<file path="config.mk">
export PLATFORM = sky130hd
export DESIGN_NAME = timer_mode_ctrl
export DESIGN_NICKNAME = d
export VERILOG_FILES = /design/src/rtl/timer_mode_ctrl_pkg.sv /design/src/rtl/timer_mode_ctrl_btn_debounce.sv /design/src/rtl/timer_mode_ctrl.sv
export SDC_FILE = /design/constraint.sdc
export NUM_CORES = 1
export LEC_CHECK = 0
export ABC_AREA = 0
export BUFFER_PORTS_ARGS = -buffer_cell sky130_fd_sc_hd__buf_4
export CAP_MARGIN = 15
export CELL_PAD_IN_SITES_DETAIL_PLACEMENT = 0
export CELL_PAD_IN_SITES_GLOBAL_PLACEMENT = 1
export CORE_MARGIN = 5
export CORE_UTILIZATION = 30
export DETAILED_ROUTE_END_ITERATION = 12
export PLACE_DENSITY = 0.55
export SLEW_MARGIN = 20
export SYNTH_ARGS = -nofsm -noshare
export SYNTH_HDL_FRONTEND = slang
export SYNTH_SLANG_ARGS = --single-unit
export TNS_END_PERCENT = 20
</file>
<file path="constraint.sdc">
create_clock -name clk -period 2.2 [get_ports clk]
set_input_delay 0.55 -clock clk [delete_from_list [all_inputs] [get_ports clk]]
set_output_delay 0.55 -clock clk [all_outputs]
set_load 0.03 [all_outputs]
</file>
<file path="src/rtl/timer_mode_ctrl_pkg.sv">
// Shared definitions for the mm:ss timer mode controller: state and
// set-field encodings plus time-to-cycle constant helpers.
package timer_pkg;

    localparam logic [2:0] S_OFF     = 3'd0;
    localparam logic [2:0] S_RUN     = 3'd1;
    localparam logic [2:0] S_PAUSE   = 3'd2;
    localparam logic [2:0] S_SET_MIN = 3'd3;
    localparam logic [2:0] S_SET_SEC = 3'd4;

    typedef enum logic [2:0] {
        ST_OFF     = S_OFF,
        ST_RUN     = S_RUN,
        ST_PAUSE   = S_PAUSE,
        ST_SET_MIN = S_SET_MIN,
        ST_SET_SEC = S_SET_SEC
    } state_t;

    localparam logic [1:0] FIELD_NONE = 2'b00;
    localparam logic [1:0] FIELD_MIN  = 2'b01;
    localparam logic [1:0] FIELD_SEC  = 2'b10;

    function automatic int ms_to_cycles(input int clk_hz, input int ms);
        return clk_hz / 1000 * ms;
    endfunction

    function automatic int s_to_cycles(input int clk_hz, input int s);
        return clk_hz * s;
    endfunction

    // Bits needed to hold values 0..maxval, never less than one.
    function automatic int cnt_width(input int maxval);
        return (maxval < 2) ? 1 : $clog2(maxval + 1);
    endfunction

endpackage

</file>
<file path="src/rtl/timer_mode_ctrl_btn_debounce.sv">
// Button conditioner: 2-FF synchronizer, stability counter, press pulse.
// Ports: clk, rst (sync, active-high), btn (raw async level),
//        level (accepted debounced level), press (one-cycle rising pulse).
module btn_debounce
    import timer_pkg::*;
#(
    parameter int DB = 2
) (
    input  logic clk,
    input  logic rst,
    input  logic btn,
    output logic level,
    output logic press
);

    localparam int DBC = (DB < 1) ? 1 : DB;
    localparam int CW  = cnt_width(DBC);
    localparam logic [CW-1:0] DB_LAST = CW'(DBC - 1);

    logic          sync1;
    logic          sync2;
    logic          level_d;
    logic [CW-1:0] cnt;

    always_ff @(posedge clk) begin
        if (rst) begin
            sync1   <= 1'b0;
            sync2   <= 1'b0;
            level   <= 1'b0;
            level_d <= 1'b0;
            press   <= 1'b0;
            cnt     <= '0;
        end else begin
            sync1   <= btn;
            sync2   <= sync1;
            level_d <= level;
            press   <= level & ~level_d;
            // Any return to the accepted level restarts the stability count.
            if (sync2 == level) begin
                cnt <= '0;
            end else if (cnt == DB_LAST) begin
                level <= sync2;
                cnt   <= '0;
            end else begin
                cnt <= cnt + CW'(1);
            end
        end
    end

endmodule

</file>
<file path="src/rtl/timer_mode_ctrl.sv">
// Mode controller for the mm:ss timer: debounced buttons, OFF/RUN/PAUSE/SET
// FSM, 1 Hz count enable, increment strobes, SET timeout and digit blink.
// Ports: clk, rst (sync, active-high); btn_power/pause/set/inc raw inputs;
//        power_on, tick_1hz, inc_min, inc_sec, set_field[1:0], blink, led_state.
// Optional: define AUTO_REPEAT_EN for held-increment auto-repeat in SET states.
module timer_mode_ctrl
    import timer_pkg::*;
#(
    parameter int CLK_HZ          = 50_000_000,
    parameter int DEBOUNCE_MS     = 10,
    parameter int SET_TIMEOUT_S   = 10,
    parameter int REPEAT_DELAY_MS = 500,
    parameter int REPEAT_RATE_MS  = 100
) (
    input  logic       clk,
    input  logic       rst,
    input  logic       btn_power,
    input  logic       btn_pause,
    input  logic       btn_set,
    input  logic       btn_inc,
    output logic       power_on,
    output logic       tick_1hz,
    output logic       inc_min,
    output logic       inc_sec,
    output logic [1:0] set_field,
    output logic       blink,
    output logic       led_state
);

    localparam int DB   = ms_to_cycles(CLK_HZ, DEBOUNCE_MS);
    localparam int TO_R = s_to_cycles(CLK_HZ, SET_TIMEOUT_S);
    localparam int TO   = (TO_R < 1) ? 1 : TO_R;
    localparam int HF_R = CLK_HZ / 4;
    localparam int HALF = (HF_R < 1) ? 1 : HF_R;
    localparam int PC   = (CLK_HZ < 1) ? 1 : CLK_HZ;

    localparam int PW = cnt_width(PC);
    localparam int TW = cnt_width(TO);
    localparam int BW = cnt_width(HALF);

    localparam logic [PW-1:0] PRESC_LAST = PW'(PC - 1);
    localparam logic [TW-1:0] TO_LAST    = TW'(TO - 1);
    localparam logic [BW-1:0] HALF_LAST  = BW'(HALF);

    logic prs_power;
    logic prs_pause;
    logic prs_set;
    logic prs_inc;
    logic rep_fire;

    btn_debounce #(.DB(DB)) u_db_power (
        .clk   (clk),
        .rst   (rst),
        .btn   (btn_power),
        .level (),
        .press (prs_power)
    );

    btn_debounce #(.DB(DB)) u_db_pause (
        .clk   (clk),
        .rst   (rst),
        .btn   (btn_pause),
        .level (),
        .press (prs_pause)
    );

    btn_debounce #(.DB(DB)) u_db_set (
        .clk   (clk),
        .rst   (rst),
        .btn   (btn_set),
        .level (),
        .press (prs_set)
    );

`ifdef AUTO_REPEAT_EN
    logic lvl_inc;
`endif

    btn_debounce #(.DB(DB)) u_db_inc (
        .clk   (clk),
        .rst   (rst),
        .btn   (btn_inc),
`ifdef AUTO_REPEAT_EN
        .level (lvl_inc),
`else
        .level (),
`endif
        .press (prs_inc)
    );

    state_t state_q;
    state_t state_nxt;

    logic ev_power;
    logic ev_set;
    logic ev_pause;
    logic ev_inc;
    logic inc_ev;
    logic any_press;
    logic in_set;
    logic set_nxt;
    logic timeout;

    logic [PW-1:0] presc;
    logic [TW-1:0] to_cnt;
    logic [BW-1:0] blink_cnt;
    logic          blink_q;

    // Fixed priority; a lower-priority press in the same cycle is dropped.
    assign ev_power = prs_power;
    assign ev_set   = prs_set & ~prs_power;
    assign ev_pause = prs_pause & ~prs_power & ~prs_set;
    assign ev_inc   = prs_inc & ~prs_power & ~prs_set & ~prs_pause;
    assign inc_ev   = ev_inc | rep_fire;

    assign any_press = prs_power | prs_pause | prs_set | prs_inc | rep_fire;

    assign in_set  = (state_q == ST_SET_MIN) || (state_q == ST_SET_SEC);
    assign set_nxt = (state_nxt == ST_SET_MIN) || (state_nxt == ST_SET_SEC);
    assign timeout = in_set && (to_cnt == TO_LAST) && !any_press;

    always_ff @(posedge clk) begin
        if (rst) begin
            state_q <= ST_OFF;
        end else begin
            state_q <= state_nxt;
        end
    end

    always_comb begin
        state_nxt = state_q;
        power_on  = 1'b1;
        led_state = 1'b0;
        set_field = FIELD_NONE;
        unique case (state_q)
            ST_OFF: begin
                power_on = 1'b0;
                if (ev_power) state_nxt = ST_RUN;
            end
            ST_RUN: begin
                led_state = 1'b1;
                if (ev_power)      state_nxt = ST_OFF;
                else if (ev_set)   state_nxt = ST_SET_MIN;
                else if (ev_pause) state_nxt = ST_PAUSE;
            end
            ST_PAUSE: begin
                if (ev_power)      state_nxt = ST_OFF;
                else if (ev_set)   state_nxt = ST_SET_MIN;
                else if (ev_pause) state_nxt = ST_RUN;
            end
            ST_SET_MIN: begin
                set_field = FIELD_MIN;
                if (ev_power)     state_nxt = ST_OFF;
                else if (ev_set)  state_nxt = ST_SET_SEC;
                else if (timeout) state_nxt = ST_PAUSE;
            end
            ST_SET_SEC: begin
                set_field = FIELD_SEC;
                if (ev_power)     state_nxt = ST_OFF;
                else if (ev_set)  state_nxt = ST_PAUSE;
                else if (timeout) state_nxt = ST_PAUSE;
            end
            default: begin
                power_on  = 1'b0;
                state_nxt = ST_OFF;
            end
        endcase
    end

    // Prescaler runs only in RUN, holds elsewhere, clears in OFF. The tick
    // follows the wrap even when RUN is left on the wrap cycle.
    always_ff @(posedge clk) begin
        if (rst) begin
            presc    <= '0;
            tick_1hz <= 1'b0;
        end else begin
            tick_1hz <= (state_q == ST_RUN) && (presc == PRESC_LAST);
            if (state_q == ST_OFF) begin
                presc <= '0;
            end else if (state_q == ST_RUN) begin
                if (presc == PRESC_LAST) presc <= '0;
                else                     presc <= presc + PW'(1);
            end
        end
    end

    always_ff @(posedge clk) begin
        if (rst) begin
            inc_min <= 1'b0;
            inc_sec <= 1'b0;
        end else begin
            inc_min <= inc_ev && (state_q == ST_SET_MIN);
            inc_sec <= inc_ev && (state_q == ST_SET_SEC);
        end
    end

    always_ff @(posedge clk) begin
        if (rst || !in_set || any_press || (state_nxt != state_q)) begin
            to_cnt <= '0;
        end else if (to_cnt != TO_LAST) begin
            to_cnt <= to_cnt + TW'(1);
        end
    end

    // Blink phase restarts at 1 on SET entry and free-runs between fields.
    always_ff @(posedge clk) begin
        if (rst || !set_nxt) begin
            blink_cnt <= '0;
            blink_q   <= 1'b0;
        end else if (!in_set) begin
            blink_cnt <= BW'(1);
            blink_q   <= 1'b0;
        end else if (blink_cnt == HALF_LAST) begin
            blink_cnt <= BW'(1);
            blink_q   <= ~blink_q;
        end else begin
            blink_cnt <= blink_cnt + BW'(1);
        end
    end

    assign blink = blink_q;

`ifdef AUTO_REPEAT_EN
    localparam int RD_R = ms_to_cycles(CLK_HZ, REPEAT_DELAY_MS);
    localparam int RR_R = ms_to_cycles(CLK_HZ, REPEAT_RATE_MS);
    localparam int RD   = (RD_R < 1) ? 1 : RD_R;
    localparam int RR   = (RR_R < 1) ? 1 : RR_R;
    localparam int RW   = cnt_width((RD > RR) ? RD : RR);
    localparam logic [RW-1:0] RD_L = RW'(RD);
    localparam logic [RW-1:0] RR_L = RW'(RR);

    logic [RW-1:0] rep_cnt;
    logic          rep_armed;
    logic          rep_hit;

    // Counter holds cycles since the press (or since the last repeat).
    assign rep_hit  = rep_armed ? (rep_cnt == RR_L) : (rep_cnt == RD_L);
    assign rep_fire = in_set && lvl_inc && rep_hit &&
                      !prs_inc && !prs_power && !prs_set && !prs_pause;

    always_ff @(posedge clk) begin
        if (rst || !(in_set && lvl_inc) || (state_nxt != state_q)) begin
            rep_cnt   <= '0;
            rep_armed <= 1'b0;
        end else if (prs_inc) begin
            rep_cnt   <= RW'(1);
            rep_armed <= 1'b0;
        end else if (rep_hit) begin
            rep_cnt   <= RW'(1);
            rep_armed <= 1'b1;
        end else begin
            rep_cnt <= rep_cnt + RW'(1);
        end
    end
`else
    assign rep_fire = 1'b0;
`endif

endmodule

</file>
==> results of run 1 <==
-- placed cells by master (no fill, tap or decap), drive strengths merged, types with 8 or more instances in the layout --
master  Yosys  routed
inv        20      28
or3        11      11
buf        11      61
xnor2      62      62
clkbuf     16      18
dfxtp     182     182
and4       16      16
nor4       15      15
a21oi      10      10
nor2      197     197
xor2       81      81
nor3       17      17
and3       27      27
nor2b      19      19
nand3      56      56
nand4      39      39
ha          8       8
nand2      55      55
-- kinds of logic (layout without fill, tap and decap cells) --
family	count (synthesis)	after routing
buf+inv	47	113
flops	182	182
fa+ha+maj	8	8
mux	6	6
compound gates	34	34
simple gates	478	478
xor+xnor	143	143
-- Yosys cell counts (all sizes together), types with 2 or more instances --
master / number
o31ai: 2
o211ai: 2
xor2: 81
and4: 16
nand2: 55
dfxtp: 182
inv: 20
a41oi: 2
a31oi: 2
xnor2: 62
clkbuf: 16
or3: 11
nand3: 56
o21ai: 7
and2: 3
ha: 8
buf: 11
nand4: 39
nor4b: 6
a21boi: 2
nor3b: 5
nor2: 197
and3b: 2
nor4: 15
or2: 5
nor2b: 19
a21oi: 10
nor3: 17
and3: 27
mux2i: 6
-- stage by stage --
| stage | hold WS, ns | total power [W] |
|---|---|---|
| 2_1_floorplan | 0.3674 | 0.003407 |
| 3_3_place_gp | 0.3709 | 0.003430 |
| 3_5_place_dp | 0.3711 | 0.003430 |
| 4_1_cts | 0.3091 | 0.006657 |
| 5_1_grt | 0.3265 | 0.006792 |
| 6_report | 0.3258 | 0.006526 |
-- registers in the layout, indices dropped and copies added, names as in the netlist, 3 cells and up --
signal          flops
to_cnt             29
u_db_pause.cnt     19
u_db_power.cnt     19
u_db_set.cnt       19
presc              26
state_q             3
blink_cnt          24
u_db_inc.cnt       19
-- where the power goes --
part / internal (W) / switching, W / leakage [nW]
clock network: 0.00167 / 0.00150 / 0.305
logic: 0.0000206 / 0.0000260 / 1.38
registers: 0.00330 / 0.00000452 / 1.47
total: 0.00500 / 0.00153 / 3.15
-- worst max-delay path by stage --
stage,endpoint,slack [ns],from
2_1_floorplan,blink_cnt[12],0.02,state_q[1]
3_3_place_gp,blink_cnt[4],0.003,rst
3_5_place_dp,blink_cnt[6],0.02,rst
4_1_cts,power_on,0.002,state_q[0]
5_1_grt,blink_cnt[3],-0.01,to_cnt[1]
6_report,power_on,0.07,state_q[1]
-- repair_timing --
action,in CTS,in global routing
resized for setup,4,9
pin swaps,1,5
setup endpoints to repair,1,26
-- metal layers --
layer | wire [um] | vias up | track usage | part of all wire
li1 | - | 3144 | - | -
met1 | 8187 | 2707 | 0.1477 | 0.52
met4 | 227 | 2 | 0.03891 | 0.014
met3 | 329 | 14 | 0.02377 | 0.021
met2 | 6924 | 45 | 0.1664 | 0.44
met5 | 20 | - | 0 | 0.0013
-- layout make-up --
class	count	area, sq um
tap	335	419.2
sequential	182	3647
clock buffer	18	439.2
multi-input combinational	669	4219
inverter	20	75.07
clock inverter	14	180.2
fill	2667	16710
timing repair buffer	61	511.7
==> summary.txt, run 1 <==
Global route
  • Initial antenna violation count: 1
  • Number of global-route vias before repair: 5771
  • Total Routing Usage GR: 0.1075
  • Global-route wire length before repair: 27540 um
  • Grt ovf: 0
  • Pin count of the biggest net entering global routing: 30

Logic synthesis
  • Synth Cell Area: 8023 sq um
  • Seq/Total Area, Yosys: 0.4541
  • Synth Area in XOR/XNOR: 0.1561
  • Synth Flop Type: dfxtp_1
  • Area share of the largest cell type after synthesis: 0.4541
  • Largest area contributor in the netlist: dfxtp_1
  • Post-Synth Simple-Gate Area: 0.3121
  • Mean post-synth cell area: 8.934 sq um
  • Post-synthesis compound-gate area fraction: 0.03104
  • Largest family of logic cells by synthesized area: simple AND/OR/NAND/NOR gates
  • Post-Synthesis Cells: 898
  • Adder-cell area share of the yosys netlist: 0.01248
  • Area contributors post-synth: dfxtp_1, xor2_1, nor2_1
  • FF+latch count, synth: 182
  • Post-synthesis mux area share: 0.007486
  • Post-synth EDFFs: 0
  • Syn. warnings: 0
  • Synth Net Count: 912
  • Async SR Flop Fraction: 0
  • Library cells used by synthesis: 61

Placement
  • Placed Cells: 1267
  • Port Buf Inserts: 13
  • Placed wire-length estimate: 10830 um
  • Place WS: 0.01717 ns
  • Cell Area, Placed: 8811 sq um
  • GP Congestion: 0.7274

Timing
  • Final worst slack: 0.06649 ns
  • Period utilisation layout: 0.9698
  • Fin. max-slew vios: 0
  • Final min period: 2.134 ns
  • Slew HR: 0.6623
  • Final Hold Viols: 0
  • Post-Route Setup TNS: 0 ns
  • Fmax: 0.4687 GHz
  • Clock Skews: 0.01467 ns
  • Slew @ Worst Pin: 0.5019 ns
  • Endpoints failing setup: 0

Worst hold path
  • Hold/Removal Path Class: primary input to flop
  • Hold EP: u_db_inc.sync1
  • Hold path start: btn_inc
  • Cell count of the worst hold path: 2

Power and ir drop
  • Maximum VDD drop: 0.4635 mV
  • Lkg Pwr: 3.155 nW
  • PwrDens: 687.5 nW/um^2

Clock tree
  • # clock sinks: 182
  • TritonCTS buffer count: 17
  • Worst-path clk slew: 0.07 ns
  • Clock latency on the worst-skew pair: 0.43 ns
  • Hold buffer count at CTS: 0
  • H-tree depth: 4
  • Post-CTS setup buffer count: 0
  • Clock buffer depth: 2
  • CTS root buf: clkbuf_16
  • TritonCTS clock tree: built

Detailed routing
  • Drc violations: 0
  • Final wirelength: 15690 um
  • DRT iter0 DRCs: 278
  • DR vias/cell: 4.551
  • Final ANT Viol Nets: 0
  • Wire per inst: 12.08 um
  • DR pass1 iterations: 4
  • Vias post-DR: 5912

Cells and area
  • Antenna Cells: 0
  • Design Area, Final: 9492 sq um
  • Post-layout util: 0.3622
  • # nets final: 965
  • Area grow syn2layout: 18.31%
  • Non-Filler Instances: 1299
  • Layout cells sized above 1: 0.1473

Setup path
  • Max stage delay on crit path: 0.36 ns
  • Arrival @ worst endpoint: 1.58 ns
  • Critical path, cell by cell: buf_4, or2_4, xor2_4, buf_6
  • Critical path startpoint category: flop
  • Slowest stage cell on the critical path: dfxtp_2
  • Critical path peak fanout: 8
  • Reg2Reg Depth: 8
  • Critical path's top delay family: flip-flops
  • CP bufs+invs: 2
  • FF-to-FF End: blink_cnt[18]
  • Critical Path RT: 1.65 ns
  • Nature of the critical path endpoint: primary output
  • Worst reg2reg setup slack: 0.13 ns
  • Setup Crit Path Kind: flop to primary output
  • Levels on crit path: 4
  • Reg-to-reg startpoint: to_cnt[1]

Floorplanning
  • Starting Density: 0.3061
  • Die width: 173.5 um
  • Core area: 26210 sq um
  • Io pins: 14
  • Row count: 59
  • Die Area: 30110 sq um
  • Die Y: 173.5 um

Run
  • Maxcap violations: 0

Run status
  • Status: complete, no violations
Power figures use the tool's default switching activity.
==> run 2: changes to the inputs <==
- CAP_MARGIN: 15 -> default
- RECOVER_POWER: default -> 25
==> summary.txt, run 2 (same netlist as run 1, synthesis figures left out) <==
Run status
  • Status: complete, no violations

Setup path
  • Critical path peak fanout: 8
  • Critical path, cell by cell: buf_4, or2_4, xor2_4, buf_6
  • Critical Path RT: 1.65 ns
  • Levels on crit path: 4
  • Nature of the critical path endpoint: primary output
  • Reg2Reg Depth: 8
  • Max stage delay on crit path: 0.36 ns
  • Setup Crit Path Kind: flop to primary output
  • Arrival @ worst endpoint: 1.58 ns
  • Slowest stage cell on the critical path: dfxtp_2
  • Critical path startpoint category: flop
  • Critical path's top delay family: flip-flops
  • CP bufs+invs: 2

Clock tree
  • Post-CTS setup buffer count: 0
  • H-tree depth: 4
  • Hold buffer count at CTS: 0
  • # clock sinks: 182
  • TritonCTS clock tree: built
  • Clock latency on the worst-skew pair: 0.43 ns
  • Worst-path clk slew: 0.07 ns
  • Clock buffer depth: 2
  • CTS root buf: clkbuf_16
  • TritonCTS buffer count: 17

Floorplanning
  • Die Area: 30110 sq um
  • Die Y: 173.5 um
  • Io pins: 14
  • Row count: 59
  • Core area: 26210 sq um
  • Die width: 173.5 um
  • Starting Density: 0.3061

Power and ir drop
  • Maximum VDD drop: 0.4627 mV
  • PwrDens: 689.7 nW/um^2
  • Lkg Pwr: 3.130 nW

Global route
  • Total Routing Usage GR: 0.1075
  • Number of global-route vias before repair: 5771
  • Pin count of the biggest net entering global routing: 30
  • Initial antenna violation count: 1
  • Global-route wire length before repair: 27540 um
  • Grt ovf: 0

Worst hold path
  • Hold/Removal Path Class: primary input to flop
  • Cell count of the worst hold path: 2

Detailed routing
  • Vias post-DR: 5907
  • DRT iter0 DRCs: 274
  • DR vias/cell: 4.547
  • Wire per inst: 12.07 um
  • Final ANT Viol Nets: 0
  • Drc violations: 0
  • DR pass1 iterations: 4
  • Final wirelength: 15670 um

Cells and area
  • Most common cell after layout, fill and taps aside: dfxtp_1
  • Top reg by flops: to_cnt
  • Max reg flops: 29
  • FILL cells: 2672
  • Area grow syn2layout: 17.87%
  • Post-layout util: 0.3609
  • Sequential Area: 3647 sq um
  • Design Area, Final: 9457 sq um
  • Most frequent cells in the layout: dfxtp_1, nor2_1, xor2_1
  • Antenna Cells: 0
  • # nets final: 965
  • Layout cells sized above 1: 0.1400
  • Largest regs: to_cnt x29, presc x26, blink_cnt x24
  • Multi-input gate area: 4207 sq um
  • Non-Filler Instances: 1299

Timing
  • Final Hold Viols: 0
  • Fin. max-slew vios: 0
  • Slew @ Worst Pin: 0.5019 ns
  • Endpoints failing setup: 0
  • Final min period: 2.133 ns
  • Slew HR: 0.6623
  • Clock Skews: 0.01465 ns
  • Period utilisation layout: 0.9697
  • Fmax: 0.4688 GHz

Placement
  • Port Buf Inserts: 13
  • Cell Area, Placed: 8811 sq um
  • Placed wire-length estimate: 10830 um
  • Placed Cells: 1267
  • GP Congestion: 0.7274

Run
  • Maxcap violations: 0
[run 2: cell count changes in the layout (fill, tap and decap cells not counted), sizes merged]
cell	before	now
buf	61	54
clkbuf	18	25
[run 2: repair_timing]
item / in CTS / in global routing
hold endpoints to repair: 0 / 0
cloned: 0 / 0
pin swaps: 1 / 5
resized for setup: 4 / 9
setup endpoints to repair: 1 / 26
[run 2: area by class of cell]
class | instances | share of cell area
Timing Repair Buffer | 61 | 0.05173
Sequential cell | 182 | 0.3857
Multi-Input combinational cell | 669 | 0.4448
Inverter | 20 | 0.007939
Clock inverter | 14 | 0.01905
Clock buffer | 18 | 0.04644
Tap cell | 335 | 0.04432
[run 2: power by group]
group | total (W) | switching [W] | internal [W]
logic | 0.0000448 | 0.0000259 | 0.0000189
registers | 0.00330 | 0.00000448 | 0.00330
clock network | 0.00317 | 0.00150 | 0.00167
total | 0.00652 | 0.00153 | 0.00499
[run 2: final timing paths]
| kind | slack (ns) | from | end |
|---|---|---|---|
| worst max-delay path | 0.07 | state_q[1] | power_on |
| worst min-delay path | 0.33 | btn_inc | u_db_inc.sync1 |
| worst max register to register | 0.13 | to_cnt[1] | blink_cnt[18] |
| worst min register to register | 0.38 | u_db_inc.level_d | u_db_inc.press |
[run 2: routing by layer]
metal  up-vias  track usage  share of wire
met1      2703       0.1477           0.52
met5         -            0         0.0013
met4         2      0.03891          0.015
li1       3143            -              -
met3        14      0.02377          0.021
met2        45       0.1664           0.44
[run 2: worst register-to-register path, delay by kind of cell, from the launching register on]
kind | cells | cell delay (ns)
adder cells (fa/ha/maj) | 1 | 0.18
buffers and inverters | 1 | 0.17
AO/OA/AOI/OAI | 2 | 0.30
AND/OR/NAND/NOR | 4 | 1.02
flip-flops | 1 | 0.35
[run 2: per-stage QoR]
| stage | setup TNS, ns | setup slack (ns) | hold WS, ns | total power [W] |
|---|---|---|---|---|
| global route | -0.01102 | -0.01102 | 0.3265 | 0.006790 |
| CTS | 0 | 0.002418 | 0.3091 | 0.006657 |
| floorplan | 0 | 0.02425 | 0.3674 | 0.003407 |
| finish | 0 | 0.06675 | 0.3268 | 0.006522 |
| detailed placement | 0 | 0.01717 | 0.3711 | 0.003430 |
| global placement | 0 | 0.003228 | 0.3709 | 0.003430 |
